--- src/rtl/uart_out.sv ---
// UART transmitter: idle-high 8N1 frame on srl_out, fed by a send/ready handshake.
// Define UART_OUT_PARITY_EN to insert an even parity bit between data and stop (8E1).
module uart_out #(
   parameter int unsigned DIV_SIZE = 9600
) (
   input  logic       clk,
   input  logic       rst,
   input  logic [7:0] data_in,
   input  logic       send,
   output logic       ready,
   output logic       srl_out,
   output logic       byte_done
);

`ifdef UART_OUT_PARITY_EN
   typedef enum logic [2:0] {
      IDLE   = 3'd0,
      START  = 3'd1,
      DATA   = 3'd2,
      PARITY = 3'd3,
      STOP   = 3'd4,
      DONE   = 3'd5
   } state_t;
`else
   typedef enum logic [2:0] {
      IDLE  = 3'd0,
      START = 3'd1,
      DATA  = 3'd2,
      STOP  = 3'd4,
      DONE  = 3'd5
   } state_t;
`endif

   localparam logic [31:0] LAST_TICK = 32'(DIV_SIZE - 1);

   state_t      state_q, state_d;
   logic [31:0] timer_q, timer_d;
   logic [3:0]  bit_cnt_q, bit_cnt_d;
   logic [7:0]  shreg_q, shreg_d;
   logic        srl_q, srl_d;
   logic        bit_end;
   logic        accept;
`ifdef UART_OUT_PARITY_EN
   logic        parity_q, parity_d;
`endif

   assign bit_end = (timer_q == LAST_TICK);

   always_comb begin
      state_d   = state_q;
      timer_d   = timer_q + 32'd1;
      bit_cnt_d = bit_cnt_q;
      shreg_d   = shreg_q;
      accept    = 1'b0;
      case (state_q)
         IDLE, DONE: begin
            timer_d = 32'd0;
            state_d = IDLE;
            if (send) begin
               accept    = 1'b1;
               state_d   = START;
               shreg_d   = data_in;
               bit_cnt_d = 4'd0;
            end
         end
         START: begin
            if (bit_end) begin
               timer_d = 32'd0;
               state_d = DATA;
            end
         end
         DATA: begin
            if (bit_end) begin
               timer_d   = 32'd0;
               shreg_d   = {1'b0, shreg_q[7:1]};
               bit_cnt_d = (bit_cnt_q == 4'd8) ? 4'd8 : bit_cnt_q + 4'd1;
               if (bit_cnt_q == 4'd7) begin
`ifdef UART_OUT_PARITY_EN
                  state_d = PARITY;
`else
                  state_d = STOP;
`endif
               end
            end
         end
`ifdef UART_OUT_PARITY_EN
         PARITY: begin
            if (bit_end) begin
               timer_d = 32'd0;
               state_d = STOP;
            end
         end
`endif
         STOP: begin
            if (bit_end) begin
               timer_d = 32'd0;
               state_d = DONE;
            end
         end
         default: begin
            state_d   = IDLE;
            timer_d   = 32'd0;
            bit_cnt_d = 4'd0;
         end
      endcase
   end

`ifdef UART_OUT_PARITY_EN
   assign parity_d = accept ? ^data_in : parity_q;
`endif

   // Line level is decoded from the next state so the registered output lines up with it.
   always_comb begin
      srl_d = 1'b1;
      case (state_d)
         START:  srl_d = 1'b0;
         DATA:   srl_d = shreg_d[0];
`ifdef UART_OUT_PARITY_EN
         PARITY: srl_d = parity_d;
`endif
         default: srl_d = 1'b1;
      endcase
   end

   always_ff @(posedge clk) begin
      if (rst) begin
         state_q   <= IDLE;
         timer_q   <= 32'd0;
         bit_cnt_q <= 4'd0;
         shreg_q   <= 8'd0;
         srl_q     <= 1'b1;
`ifdef UART_OUT_PARITY_EN
         parity_q  <= 1'b0;
`endif
      end else begin
         state_q   <= state_d;
         timer_q   <= timer_d;
         bit_cnt_q <= bit_cnt_d;
         shreg_q   <= shreg_d;
         srl_q     <= srl_d;
`ifdef UART_OUT_PARITY_EN
         parity_q  <= parity_d;
`endif
      end
   end

   assign srl_out   = srl_q;
   assign ready     = (state_q == IDLE) || (state_q == DONE);
   assign byte_done = (state_q == DONE);

endmodule
--- config.mk ---
export PLATFORM = sky130hd
export DESIGN_NAME = uart_out
export DESIGN_NICKNAME = d
export VERILOG_FILES = /design/src/rtl/uart_out.sv
export SDC_FILE = /design/constraint.sdc
export NUM_CORES = 1
export LEC_CHECK = 0
export ABC_AREA = 1
export CELL_PAD_IN_SITES_DETAIL_PLACEMENT = 0
export CELL_PAD_IN_SITES_GLOBAL_PLACEMENT = 1
export CORE_MARGIN = 5
export CORE_UTILIZATION = 42
export DETAILED_ROUTE_END_ITERATION = 8
export PLACE_DENSITY = 0.8
export SETUP_SLACK_MARGIN = 0.2
export SLEW_MARGIN = 5
export SYNTH_ARGS = -nofsm -noshare
export SYNTH_HDL_FRONTEND = slang
export SYNTH_SLANG_ARGS = --single-unit
export TNS_END_PERCENT = 5
--- constraint.sdc ---
create_clock -name clk -period 1.77 [get_ports clk]
set_input_delay 0.354 -clock clk [delete_from_list [all_inputs] [get_ports clk]]
set_output_delay 0.354 -clock clk [all_outputs]
set_load 0.005 [all_outputs]
== After elaboration in Yosys (flattened, before gate mapping) ==
Index checks and enable logic that the tools add are counted.

* Word-level logic and storage cells: 44
* Input bits: 11
* Output and inout port bits: 3
* Bits in registers: 48

* $add $sub $neg: 2
* Bitwise logic cells: 2
* Multiplexer cells: 14
* Reductions and logical operators: 9
* Eq/ne operators: 11

{| class="wikitable"
|+ Operators by type and width
! cell !! count
|-
| adder 32 x 1 -> 32 bit (second input constant) || 1
|-
| == test 32 x 14 -> 1 bit (second input constant) || 1
|-
| two-way mux 8 bit || 2
|-
| case mux 8 bit (2 select lines) || 1
|-
| two-way mux 3 bit || 4
|-
| two-way mux 4 bit || 3
|-
| case mux 3 bit (4 select lines) || 1
|-
| case mux 4 bit (3 select lines) || 1
|-
| == test 3 x 1 -> 1 bit (second input constant) || 2
|-
| == test 3 x 2 -> 1 bit (second input constant) || 2
|-
| == test 3 bit (second input constant) || 2
|-
| AND reduction 3 bit || 2
|-
| OR reduction 3 bit || 2
|-
| adder 4 x 1 -> 4 bit (second input constant) || 1
|-
| == test 4 x 3 -> 1 bit (second input constant) || 1
|-
| == test 4 bit (second input constant) || 1
|-
| != test 2 bit (second input constant) || 2
|-
| OR reduction 2 bit || 2
|-
| logical NOT 3 bit || 1
|-
| NOT 1 bit || 2
|-
| case mux 1 bit (2 select lines) || 1
|-
| nonzero test 2 bit || 1
|-
| logical OR 1 bit || 1
|-
| two-way mux 1 bit || 1
|}

== Longest topological paths before layout ==
Gate-level depths: netlist (run 1).

* Depth in word-level cells: 6
* Depth in mapped cells: 12
* Mapped depth without buffers: 12

== Least setup slack after synthesis (run 1) ==
OpenSTA, ideal clock, no wires.

* Path kind: register -> register
* Start: register timer_q[0]
* End: register srl_q (netlist: srl_out)
* Stages on the path, launching flop included: 13
* Buffers on the path: 0
* Slack: 0.279 ns
* Clock period less this slack: 1.491 ns
* Library setup time: 0.124 ns
* Data required time: 1.646 ns
* Arrival time: 1.367 ns
* Path through: dfxtp_1 -> ha_1 -> nand2_2 -> nor2_4 -> nand2_2 -> nor2_4 -> nand2_4 -> nand2_4 -> nand2_4 -> nand2_2 -> nand2_1 -> nand2_1 -> nand3_1

* Word-level cells in the longest chain between the ends: 5
* Elaborated cells on any way between the ends: 10
* Those cells by class: 3 x eq/ne; 7 x mux

{| class="wikitable"
|+ RTL lines
! item !! line !! text
|-
| from (decl) || 37 || <nowiki>logic [31:0] timer_q, timer_d;</nowiki>
|-
| from (signal assigned) || 137 || <nowiki>timer_q <= timer_d;</nowiki>
|-
| == test 32 x 14 -> 1 bit * || 47 || <nowiki>assign bit_end = (timer_q == LAST_TICK);</nowiki>
|-
| two-way mux 3 bit (on tied branches) || 95, 67, 73 ||
|-
| case mux 3 bit (4 select lines) || 55 || <nowiki>case (state_q)</nowiki>
|-
| == test 3 x 2 -> 1 bit / == test 3 x 1 -> 1 bit (equally long branches) || 115 || <nowiki>case (state_d)</nowiki>
|-
| case mux 1 bit (2 select lines) * || 115 ||
|-
| to (signal assigned) || 140 || <nowiki>srl_q <= srl_d;</nowiki>
|-
| to (decl) || 40 || <nowiki>logic srl_q, srl_d;</nowiki>
|}

Mark *: on every way between the ends. The rest lies on a longest branch, timed or not. The select of a mux whose other input is x is not followed.
A chain may end at the register's enable or synchronous reset.

== Worst setup path after layout (run 1) ==
* Start: register state_q[1]
* End: output ready

* Word-level cells in the longest chain between the ends: 2
* Elaborated cells on any way between the ends: 3
* Those cells by class: 1 x eq/ne; 2 x reduce/logical

{| class="wikitable"
|+ RTL lines
! item !! line !! text
|-
| from (decl) || 36 || <nowiki>state_t state_q, state_d;</nowiki>
|-
| from (signal assigned) || 136 || <nowiki>state_q <= state_d;</nowiki>
|-
| == test 3 bit / logical NOT 3 bit (equally long branches) || 148 || <nowiki>assign ready = (state_q == IDLE) || (state_q == DONE);</nowiki>
|-
| logical OR 1 bit * || 148 ||
|-
| to (decl) || 10 || <nowiki>output logic ready,</nowiki>
|}

Mark *: on every way between the ends. The rest lies on a longest branch, timed or not.

==> run_results.csv, run 1 <==
group,metric,value,unit
cts,htreeDepth,2,
timing,maxSlewHeadroom,78.5,%
logic_synthesis,yosysUniqueCellTypes,30,
timing,finalSetupViolCount,0,
logic_synthesis,yosysWarningCount,0,
route,drt_iter0_markers,140,
logic_synthesis,ys.flop_type,"dfxtp_1",
logic_synthesis,yosys-top-cells-area,"dfxtp_1 35%, nand2_1 18%, nor2_1 7.3%",
route,routed_wl,6790,um
worst_setup_path,cpPeakStageDelay,0.32,ns
cells_and_area,final_nets,473,
cts,clk-insertion-delay-late,0.31,ns
worst_setup_path,cp.buffers_inverters,2,
cells_and_area,drive_gt1_share,18.0,%
worst_setup_path,cp.arrival,1.21,ns
floorplan,initial_core_util,43.1,%
worst_setup_path,crit_path_cell_trace,"inv_1 > nand2_1 > o21ai_2 > dlygate4sd2_1",
placement,gp_congestion,0.872,
route,post-route-drc-count,0,
worst_setup_path,crit_type,"reg -> out",
logic_synthesis,synthArstFlopShare,0,%
worst_setup_path,worstPathMaxFanout,3,
pwr,switchingPower,0.000487,W
timing,finalHoldViolations,0,
min_path,hp-class,"reg -> reg",
logic_synthesis,netlist_instances,427,
pwr,swShare,23.4,%
logic_synthesis,netlist.area_leader.share,35.3,%
run_status,outcome,"completed",
floorplan,fp.coreArea,0.00631,mm2
timing,fin_setup_tns,0,ns
pwr,power,0.00208,W
route,drt_pass1_iterations,4,
worst_setup_path,crit_path_end_kind,"output port",
global_routing,grt_pass1_vias,2425,
global_routing,grt_antenna_before_repair,0,
floorplan,ioPinCount,14,
placement,dpl.hpwl,5270,um
logic_synthesis,synth_edf_count,0,
pwr,intPower,0.00159,W
floorplan,fp-row-count,29,
timing,finalCritPeriodShare,88.2,%
pwr,vdd_drop_max,0.345,mV
timing,worst_slew_pin_slew,0.320,ns
worst_setup_path,startpoint_type,"register",
logic_synthesis,yosysTopAreaCell,"dfxtp_1",
cells_and_area,fin_cells,537,
cts,clk_path_buf_depth,2,
timing,slew_violations,0,
route,postRouteAntennaNets,0,
global_routing,grt_pass1_wl,11500,um
pwr,p_seq_share,53.6,%
cts,cts-root-buf,"clkbuf_8",
worst_setup_path,required,1.42,ns
logic_synthesis,syn_area_per_cell,6.37,um2
placement,dp.cells,522,
global_routing,grtUsageTotal,16.8,%
timing,rsz0062_at_grt,"yes",
route,vias,2678,
pwr,p_leak,1.13,nW
route,wl_per_cell,12.6,um
cells_and_area,area.growth.synth_to_final,19.2,%
logic_synthesis,yosys_register_bits,48,
pwr,p_clk_share,38.9,%
logic_synthesis,synth_fp_nets,441,
logic_synthesis,synthMostInstantiatedCell,"nand2_1",
pwr,power.density,641,mW/mm2
cts,clkSinkCount,48,
timing,final.setup_skew,0.00612,ns
floorplan,die-area,0.00818,mm2
worst_setup_path,critPathTopFamily,"buffers and inverters",
cts,cts_made_buffers,5,
cells_and_area,n_antenna_cell,0,
floorplan,dieWidth,90.5,um
floorplan,die_h,90.5,um
timing,fmax,0.640,GHz
logic_synthesis,syn_area,0.00272,mm2
job,cap_violations,0,
placement,port_buffers,13,
cts,path_clk_slew,0.09,ns
route,vias_per_cell,4.99,
global_routing,grt_start_max_net_pins,33,
global_routing,gr-total-overflow,0,
logic_synthesis,synth_commonest_cells,"129 x nand2_1, 53 x nor2_1, 48 x dfxtp_1",
timing,period_needed,1.56,ns
cts,cts_tree,"yes",
worst_setup_path,cp_slowest_cell,"dfxtp_1",
logic_synthesis,ys_seq_area_share,35.3,%
pwr,comb_power_share,7.4,%
## power groups by stage
stage	registers (W)	logic [W]	clock network (W)
floorplan	0.00114	0.0000933	0
global placement	0.00114	0.000147	0
detailed placement	0.00114	0.000148	0
CTS	0.00111	0.000150	0.000832
global route	0.00112	0.000175	0.000878
finish	0.00111	0.000155	0.000809
## final timing paths
kind                            startpoint           to  slack [ns]  cells past startpoint
worst max-delay path            state_q[1]        ready        0.21                      4
worst min-delay path            shreg_q[7]   shreg_q[7]        0.47                      2
worst max register to register  timer_q[1]  timer_q[18]        0.23                      9
worst min register to register  shreg_q[7]   shreg_q[7]        0.47                      2
## flip-flops by register name, indices dropped and copies added (netlist names)
name	cells
bit_cnt_q	4
shreg_q	8
srl_out	1
state_q	3
timer_q	32
## metrics by stage
step	setup WS, ns	utilization (%)	hold slack [ns]	instance area, um2
after detailed placement	0.129	47.5	0.455	3000
after global routing	0.0981	51.3	0.497	3240
after floorplan	0.279	-	0.423	2720
final	0.208	51.3	0.465	3240
after global placement	0.169	47.5	0.445	3000
after CTS	0.112	49.3	0.470	3120
## layout make-up
class / instances / area (um2)
multi-input combinational: 316 / 1570
tap: 77 / 96.3
timing repair buffer: 31 / 279
sequential: 48 / 968
inverter: 57 / 214
clock buffer: 5 / 68.8
fill: 660 / 3070
clock inverter: 3 / 42.5
## metal layers
| layer | global-route usage (%) | share of wire (%) |
|---|---|---|
| met1 | 25.6 | 52 |
| met2 | 24.1 | 42 |
| met3 | 2.92 | 5.0 |
| met4 | 4.71 | 1.4 |
| met5 | 0 | 0 |
## kinds of logic (layout without fill, tap and decap cells)
kind of cell             after synthesis  after routing  synth area share [%]
AO/OA/AOI/OAI                         49             49                  9.62
AND/OR/NAND/NOR                      259            259                  42.7
XOR/XNOR                               5              5                  1.61
buffers and inverters                 63             96                  9.39
adder cells (fa/ha/maj)                3              3                  1.38
flip-flops                            48             48                  35.3
## timing repair
action | CTS | global route
setup endpoints to repair | 48 | 50
resized for setup | 2 | 27
setup buffers | 1 | 6
pin swaps | 1 | 7
hold buffers | 0 | 0
endpoints found under the hold margin | 0 | 0
## tightest hold or removal path: cells and delay by family (launching register included)
kind,cells,cell delay (ns)
AOI/OAI and AO/OA,1,0.05
DFF,1,0.32
and+or+nand+nor,1,0.06
## layout by cell type (no fill, tap or decap), drive strengths merged
cell type      synthesis  routed
clkdlybuf4s50          0      11
inv                   57      57
nand3b                 1       1
clkbuf                 1       5
nor3b                  1       1
clkinvlp               0       1
o21ai                  9       9
a31oi                  7       7
nand2                137     137
buf                    5      18
xor2                   4       4
dlygate4sd2            0       2
nor4                   3       3
nand4                  5       5
ha                     3       3
nand3                 32      32
a21oi                 33      33
clkinv                 0       1
dfxtp                 48      48
nor3                  19      19
and2                   1       1
xnor2                  1       1
nor2                  59      59
or2                    1       1
bufinv                 0       1
Note: power is estimated with default switching activity, not from simulation.
==> run 2: changes to the inputs <==
--- a/config.mk
+++ b/config.mk
@@ -9,8 +9,9 @@
 export CELL_PAD_IN_SITES_DETAIL_PLACEMENT = 0
 export CELL_PAD_IN_SITES_GLOBAL_PLACEMENT = 1
 export CORE_MARGIN = 5
-export CORE_UTILIZATION = 42
+export CORE_UTILIZATION = 45
 export DETAILED_ROUTE_END_ITERATION = 8
+export DONT_BUFFER_PORTS = 1
 export PLACE_DENSITY = 0.8
 export SETUP_SLACK_MARGIN = 0.2
 export SLEW_MARGIN = 5
==> run 2 against run 1 <==
Against the previous run: die area is 5.9% lower; register-to-register slack hardly changed; critical path depth increased by 8; core utilization increased by 1.4 points; final cell count fell by 4.5%; clock power increased by 7.5%; largest power group unchanged.
==> run_results.csv, run 2 (same netlist as run 1, synthesis figures left out) <==
group,metric,value,unit
worst_setup_path,r2r_start,"timer_q[21]",
worst_setup_path,worstReg2RegEnd,"srl_out",
worst_setup_path,required,1.95,ns
global_routing,grt_pass1_vias,2440,
worst_setup_path,critPathTopFamily,"simple AND/OR/NAND/NOR gates",
min_path,hold_start,"rst",
global_routing,grtUsageTotal,18.8,%
min_path,hold_depth,1,
worst_setup_path,crit_path_cell_trace,"inv_2 > nand2_1 > nor2_2 > nand2_1 > nor2_4 > nand2_4 > nand2_4 > nand2_8 > nand2_4 > nand2_2 > nand2_1 > nand3_1",
pwr,comb_power_share,5.6,%
worst_setup_path,worstPathMaxFanout,8,
cts,hold_buffers,0,
pwr,switchingPower,0.000462,W
cells_and_area,final_common_cell,"nand2_1",
cells_and_area,largest_register,"timer_q",
cts,cts_tree,"yes",
global_routing,grt_antenna_before_repair,0,
cts,clk-insertion-delay-late,0.30,ns
cts,htreeDepth,2,
timing,maxSlewHeadroom,81.1,%
timing,finalCritPeriodShare,87.5,%
cells_and_area,largestRegisters,"timer_q (32), shreg_q (8), bit_cnt_q (4)",
worst_setup_path,ff2ff_path_depth,12,
timing,final.setup_skew,0.00513,ns
cts,path_clk_slew,0.09,ns
route,vias,2622,
global_routing,grt_pass1_wl,11400,um
worst_setup_path,cp.arrival,1.73,ns
cells_and_area,final_cell_mix,"127 x nand2_1, 43 x nor2_1, 41 x inv_1",
floorplan,initial_core_util,46.2,%
pwr,intPower,0.00164,W
floorplan,fp.coreArea,0.00589,mm2
worst_setup_path,reg2reg_slack,0.22,ns
timing,finalHoldViolations,0,
cells_and_area,final_nets,451,
route,post-route-drc-count,0,
min_path,hp-class,"in -> reg",
route,vias_per_cell,5.11,
floorplan,fp-row-count,28,
global_routing,gr-total-overflow,0,
floorplan,ioPinCount,14,
worst_setup_path,crit_type,"reg -> reg",
route,routed_wl,6650,um
floorplan,die_h,87.7,um
min_path,min_to,"bit_cnt_q[3]",
cells_and_area,largest_reg_flops,32,
timing,worst_slew_pin_slew,0.281,ns
pwr,p_clk_share,41.4,%
cts,cts_made_buffers,5,
pwr,p_seq_share,53.0,%
cells_and_area,utilization,52.7,%
placement,gp_congestion,0.882,
worst_setup_path,cp.buffers_inverters,1,
worst_setup_path,worstSetupPathDepth,12,
route,drt_pass1_iterations,4,
floorplan,dieWidth,87.7,um
cells_and_area,n_antenna_cell,0,
timing,finalSetupViolCount,0,
pwr,vdd_drop_max,0.329,mV
timing,fin_setup_tns,0,ns
worst_setup_path,cp_slowest_cell,"dfxtp_1",
timing,period_needed,1.55,ns
placement,dpl.hpwl,5140,um
timing,slew_violations,0,
route,wl_per_cell,13.0,um
cells_and_area,drive_gt1_share,18.7,%
route,drt_iter0_markers,185,
placement,port_buffers,0,
timing,fmax,0.646,GHz
cells_and_area,area.growth.synth_to_final,14.0,%
cts,cts-root-buf,"clkbuf_8",
pwr,p_leak,1.05,nW
cts,clk_path_buf_depth,2,
cts,clkSinkCount,48,
worst_setup_path,startpoint_type,"register",
route,postRouteAntennaNets,0,
worst_setup_path,crit_path_end_kind,"register",
worst_setup_path,cpPeakStageDelay,0.35,ns
floorplan,die-area,0.00770,mm2
global_routing,grt_start_max_net_pins,33,
pwr,swShare,22.0,%
pwr,power.density,678,mW/mm2
job,cap_violations,0,
timing,rsz0062_at_grt,"yes",
run_status,outcome,"completed",
## run 2: cell types whose count changed in the layout (fill, tap and decap cells not counted), moves of 2 or more
| cell | delta |
|---|---|
| clkdlybuf4s50_1 | -11 |
| buf_4 | -8 |
| dfxtp_1 | -4 |
| dfxtp_2 | +4 |
| nor3_1 | -3 |
| nor3_2 | +3 |
| clkbuf_8 | +2 |
| dlygate4sd2_1 | -2 |
## run 2: through the flow
stage / cell area, um2 / instances / hold WS (ns) / setup slack (ns) / total power (W)
floorplan: 2720 / 427 / 0.423 / 0.279 / 0.00123
global placement: 2820 / 501 / 0.425 / 0.134 / 0.00125
detailed placement: 2820 / 501 / 0.426 / 0.106 / 0.00125
CTS: 2990 / 512 / 0.0961 / 0.192 / 0.00213
global route: 3100 / 513 / 0.0947 / 0.127 / 0.00219
finish: 3100 / 513 / 0.106 / 0.222 / 0.00210
## run 2: worst max path at each step
stage / slack, ns / end / from
2_1_floorplan: 0.28 / srl_out / timer_q[0]
3_3_place_gp: 0.13 / timer_q[16] / timer_q[0]
5_1_grt: 0.13 / srl_out / timer_q[1]
6_report: 0.22 / srl_out / timer_q[21]
3_5_place_dp: 0.11 / srl_out / timer_q[0]
4_1_cts: 0.19 / srl_out / timer_q[13]
## run 2: final cells by class
cell class | instances | area (um2)
fillers | 617 | 2790
flip-flops and latches | 48 | 973
clock inverters | 1 | 30.0
repair buffers | 9 | 80.1
inverters | 57 | 214
clock buffers | 7 | 96.3
well taps | 75 | 93.8
multi-input cells | 316 | 1610
## run 2: power by group through the flow
stage,registers (W),logic [W],clock network (W)
after floorplan,0.00114,0.0000933,0
after global placement,0.00114,0.000110,0
after detailed placement,0.00114,0.000110,0
after CTS,0.00112,0.000114,0.000901
after global routing,0.00112,0.000133,0.000938
final,0.00111,0.000118,0.000870
## run 2: layer usage
layer	vias up	global-route usage, %	part of all wire (%)
met5	-	0	0
met1	1172	27.6	49
met4	0	5.30	1.3
met2	56	27.7	44
li1	1385	-	-
met3	9	3.86	5.9
## run 2: worst reg2reg max path, stage by stage, from the launching register on
cell	delay, ns
dfxtp_1	0.35
inv_2	0.12
nand2_1	0.08
nor2_2	0.14
nand2_1	0.10
nor2_4	0.12
nand2_4	0.08
nand2_4	0.12
nand2_8	0.08
nand2_4	0.07
nand2_2	0.04
nand2_1	0.06
nand3_1	0.06
## run 2: what timing repair did
| action | CTS | global route |
|---|---|---|
| endpoints found under the setup margin | 41 | 48 |
| buffers inserted | 3 | 1 |
| resized for setup | 7 | 30 |
| pin swaps | 2 | 5 |
==> run 3: changes to the inputs <==
--- a/config.mk
+++ b/config.mk
@@ -9,13 +9,14 @@
 export CELL_PAD_IN_SITES_DETAIL_PLACEMENT = 0
 export CELL_PAD_IN_SITES_GLOBAL_PLACEMENT = 1
 export CORE_MARGIN = 5
-export CORE_UTILIZATION = 45
+export CORE_UTILIZATION = 47
+export CTS_BUF_LIST = sky130_fd_sc_hd__clkbuf_8
 export DETAILED_ROUTE_END_ITERATION = 8
 export DONT_BUFFER_PORTS = 1
-export PLACE_DENSITY = 0.8
+export PLACE_DENSITY_LB_ADDON = 0.1
 export SETUP_SLACK_MARGIN = 0.2
 export SLEW_MARGIN = 5
 export SYNTH_ARGS = -nofsm -noshare
 export SYNTH_HDL_FRONTEND = slang
 export SYNTH_SLANG_ARGS = --single-unit
-export TNS_END_PERCENT = 5
+export TNS_END_PERCENT = 1
==> run 3 against run 2 <==
Against the previous run: fmax rose by 1.8%; sequential share of layout area grew 0.64 points; critical path depth unchanged; clock power fell by 28%; non-clock buffer count rose by 2; critical path type unchanged; critical endpoint unchanged.
==> run_results.csv, run 3 (same netlist as run 1, synthesis figures left out) <==
group,metric,value,unit
global_routing,grt_pass1_wl,11300,um
global_routing,use_met3,2.59,%
global_routing,grt_busiest_layer,"met2",
worst_setup_path,reg2reg_slack,0.25,ns
cells_and_area,fin_cells,511,
cts,clk_path_buf_depth,2,
route,drt_iter0_markers,229,
cts,cts_tree,"yes",
global_routing,grtUsageTotal,19.0,%
timing,fmax,0.657,GHz
placement,gp_congestion,0.904,
worst_setup_path,cp.arrival,1.71,ns
cts,path_clk_slew,0.09,ns
worst_setup_path,required,1.95,ns
timing,period_needed,1.52,ns
timing,final.setup_skew,0.00571,ns
floorplan,fp-row-count,27,
cells_and_area,final_common_cell,"nand2_1",
cells_and_area,final_nets,453,
cells_and_area,largest_register,"timer_q",
floorplan,die-area,0.00741,mm2
route,drt_pass1_iterations,5,
global_routing,grt_antenna_before_repair,0,
global_routing,grt_use_met2,29.6,%
cells_and_area,largestRegisters,"timer_q (32), shreg_q (8), bit_cnt_q (4)",
route,wl_per_cell,13.2,um
timing,slew_violations,0,
worst_setup_path,crit_path_end_kind,"register",
timing,finalCritPeriodShare,85.9,%
global_routing,grt_start_max_net_pins,33,
floorplan,fp.coreArea,0.00557,mm2
cells_and_area,final_cell_mix,"125 x nand2_1, 44 x nor2_1, 39 x inv_1",
cells_and_area,drive_gt1_share,19.8,%
timing,finalSetupViolCount,0,
worst_setup_path,startpoint_type,"register",
cts,hold_buffers,0,
route,vias,2629,
pwr,vdd_drop_max,0.533,mV
min_path,hold_depth,1,
cells_and_area,n_fill_cell,602,
timing,rsz0062_at_grt,"yes",
cts,clk-insertion-delay-late,0.30,ns
floorplan,die_h,86.1,um
cts,htreeDepth,2,
pwr,power.density,604,mW/mm2
worst_setup_path,crit_type,"reg -> reg",
cells_and_area,largest_reg_flops,32,
placement,dpl.hpwl,5130,um
cts,cts_made_buffers,5,
floorplan,initial_core_util,48.8,%
route,post-route-drc-count,0,
min_path,hp-class,"in -> reg",
floorplan,dieWidth,86.1,um
cts,cts-root-buf,"clkbuf_8",
cells_and_area,area.growth.synth_to_final,12.5,%
timing,worst_slew_pin_slew,0.326,ns
floorplan,ioPinCount,14,
global_routing,grt_pass1_vias,2452,
cells_and_area,n_antenna_cell,0,
pwr,p_leak,1.04,nW
timing,fin_setup_tns,0,ns
route,postRouteAntennaNets,0,
route,routed_wl,6760,um
placement,port_buffers,0,
worst_setup_path,ff2ff_path_depth,12,
cts,clkSinkCount,48,
run_status,outcome,"completed",
route,vias_per_cell,5.14,
job,cap_violations,0,
timing,finalHoldViolations,0,
worst_setup_path,worstPathMaxFanout,8,
placement,dp.cells,498,
global_routing,met1_usage,27.7,%
timing,maxSlewHeadroom,78.1,%
global_routing,gr-total-overflow,0,
run 3: cell types whose count changed in the layout (fill, tap and decap cells not counted), moves of 2 or more:
cell | before | now
nand2_1 | 127 | 125
clkbuf_8 | 7 | 5
dfxtp_2 | 7 | 9
nand2_2 | 5 | 9
inv_1 | 41 | 39
nor3_1 | 13 | 15
nor3_2 | 6 | 4
dfxtp_1 | 40 | 37
inv_2 | 16 | 18
run 3: power by group:
part,internal (W),switching [W],total [W]
clock,0.000264,0.000360,0.000624
sequential,0.00110,0.0000150,0.00111
combinational,0.0000396,0.0000710,0.000111
total,0.00140,0.000446,0.00185
run 3: final timing paths:
check                  start            to
hold reg to reg   timer_q[0]    timer_q[0]
setup reg to reg  timer_q[1]       srl_out
hold / removal           rst  bit_cnt_q[3]
setup / recovery  timer_q[1]       srl_out
run 3: stage by stage:
stage,cell area (um2),power [W],util [%],setup WS [ns],hold WS [ns]
after floorplan,2720,0.00123,-,0.279,0.423
after global placement,2820,0.00125,50.5,0.163,0.425
after detailed placement,2820,0.00125,50.5,0.118,0.428
after CTS,2910,0.00187,52.2,0.167,0.0974
after global routing,3060,0.00194,54.9,0.147,0.0959
final,3060,0.00185,54.9,0.249,0.109
run 3: cell type report:
cell class,count,area (um2),area share (%)
multi-input combinational,316,1600,52.2
sequential,48,980,32.0
inverter,57,216,7.08
timing repair buffer,11,98.8,3.23
tap,72,90.1,2.95
clock buffer,5,68.8,2.25
clock inverter,2,8.76,0.286
run 3: timing repair:
item,CTS,global route
gates cloned,0,0
buffers inserted,1,5
pin swaps,1,10
endpoints found under the setup margin,41,47
resized for setup,2,41
run 3: worst max-delay path, cell delays in order, from the launching register on:
cell     delay [ns]
dfxtp_4        0.38
ha_4           0.14
nand2_2        0.07
nor2_4         0.13
nand2_2        0.08
nor2_4         0.11
nand2_4        0.08
nand2_4        0.10
nand2_4        0.09
nand2_2        0.07
nand2_1        0.05
nand2_1        0.05
nand3_1        0.05
run 3: per-layer routing:
metal  wire (um)  vias up  share of wire, %
li1            -     1387                 -
met1        3470     1186                51
met2        2980       48                44
met3         241        8               3.6
met4          70        0               1.0
met5           0        -                 0
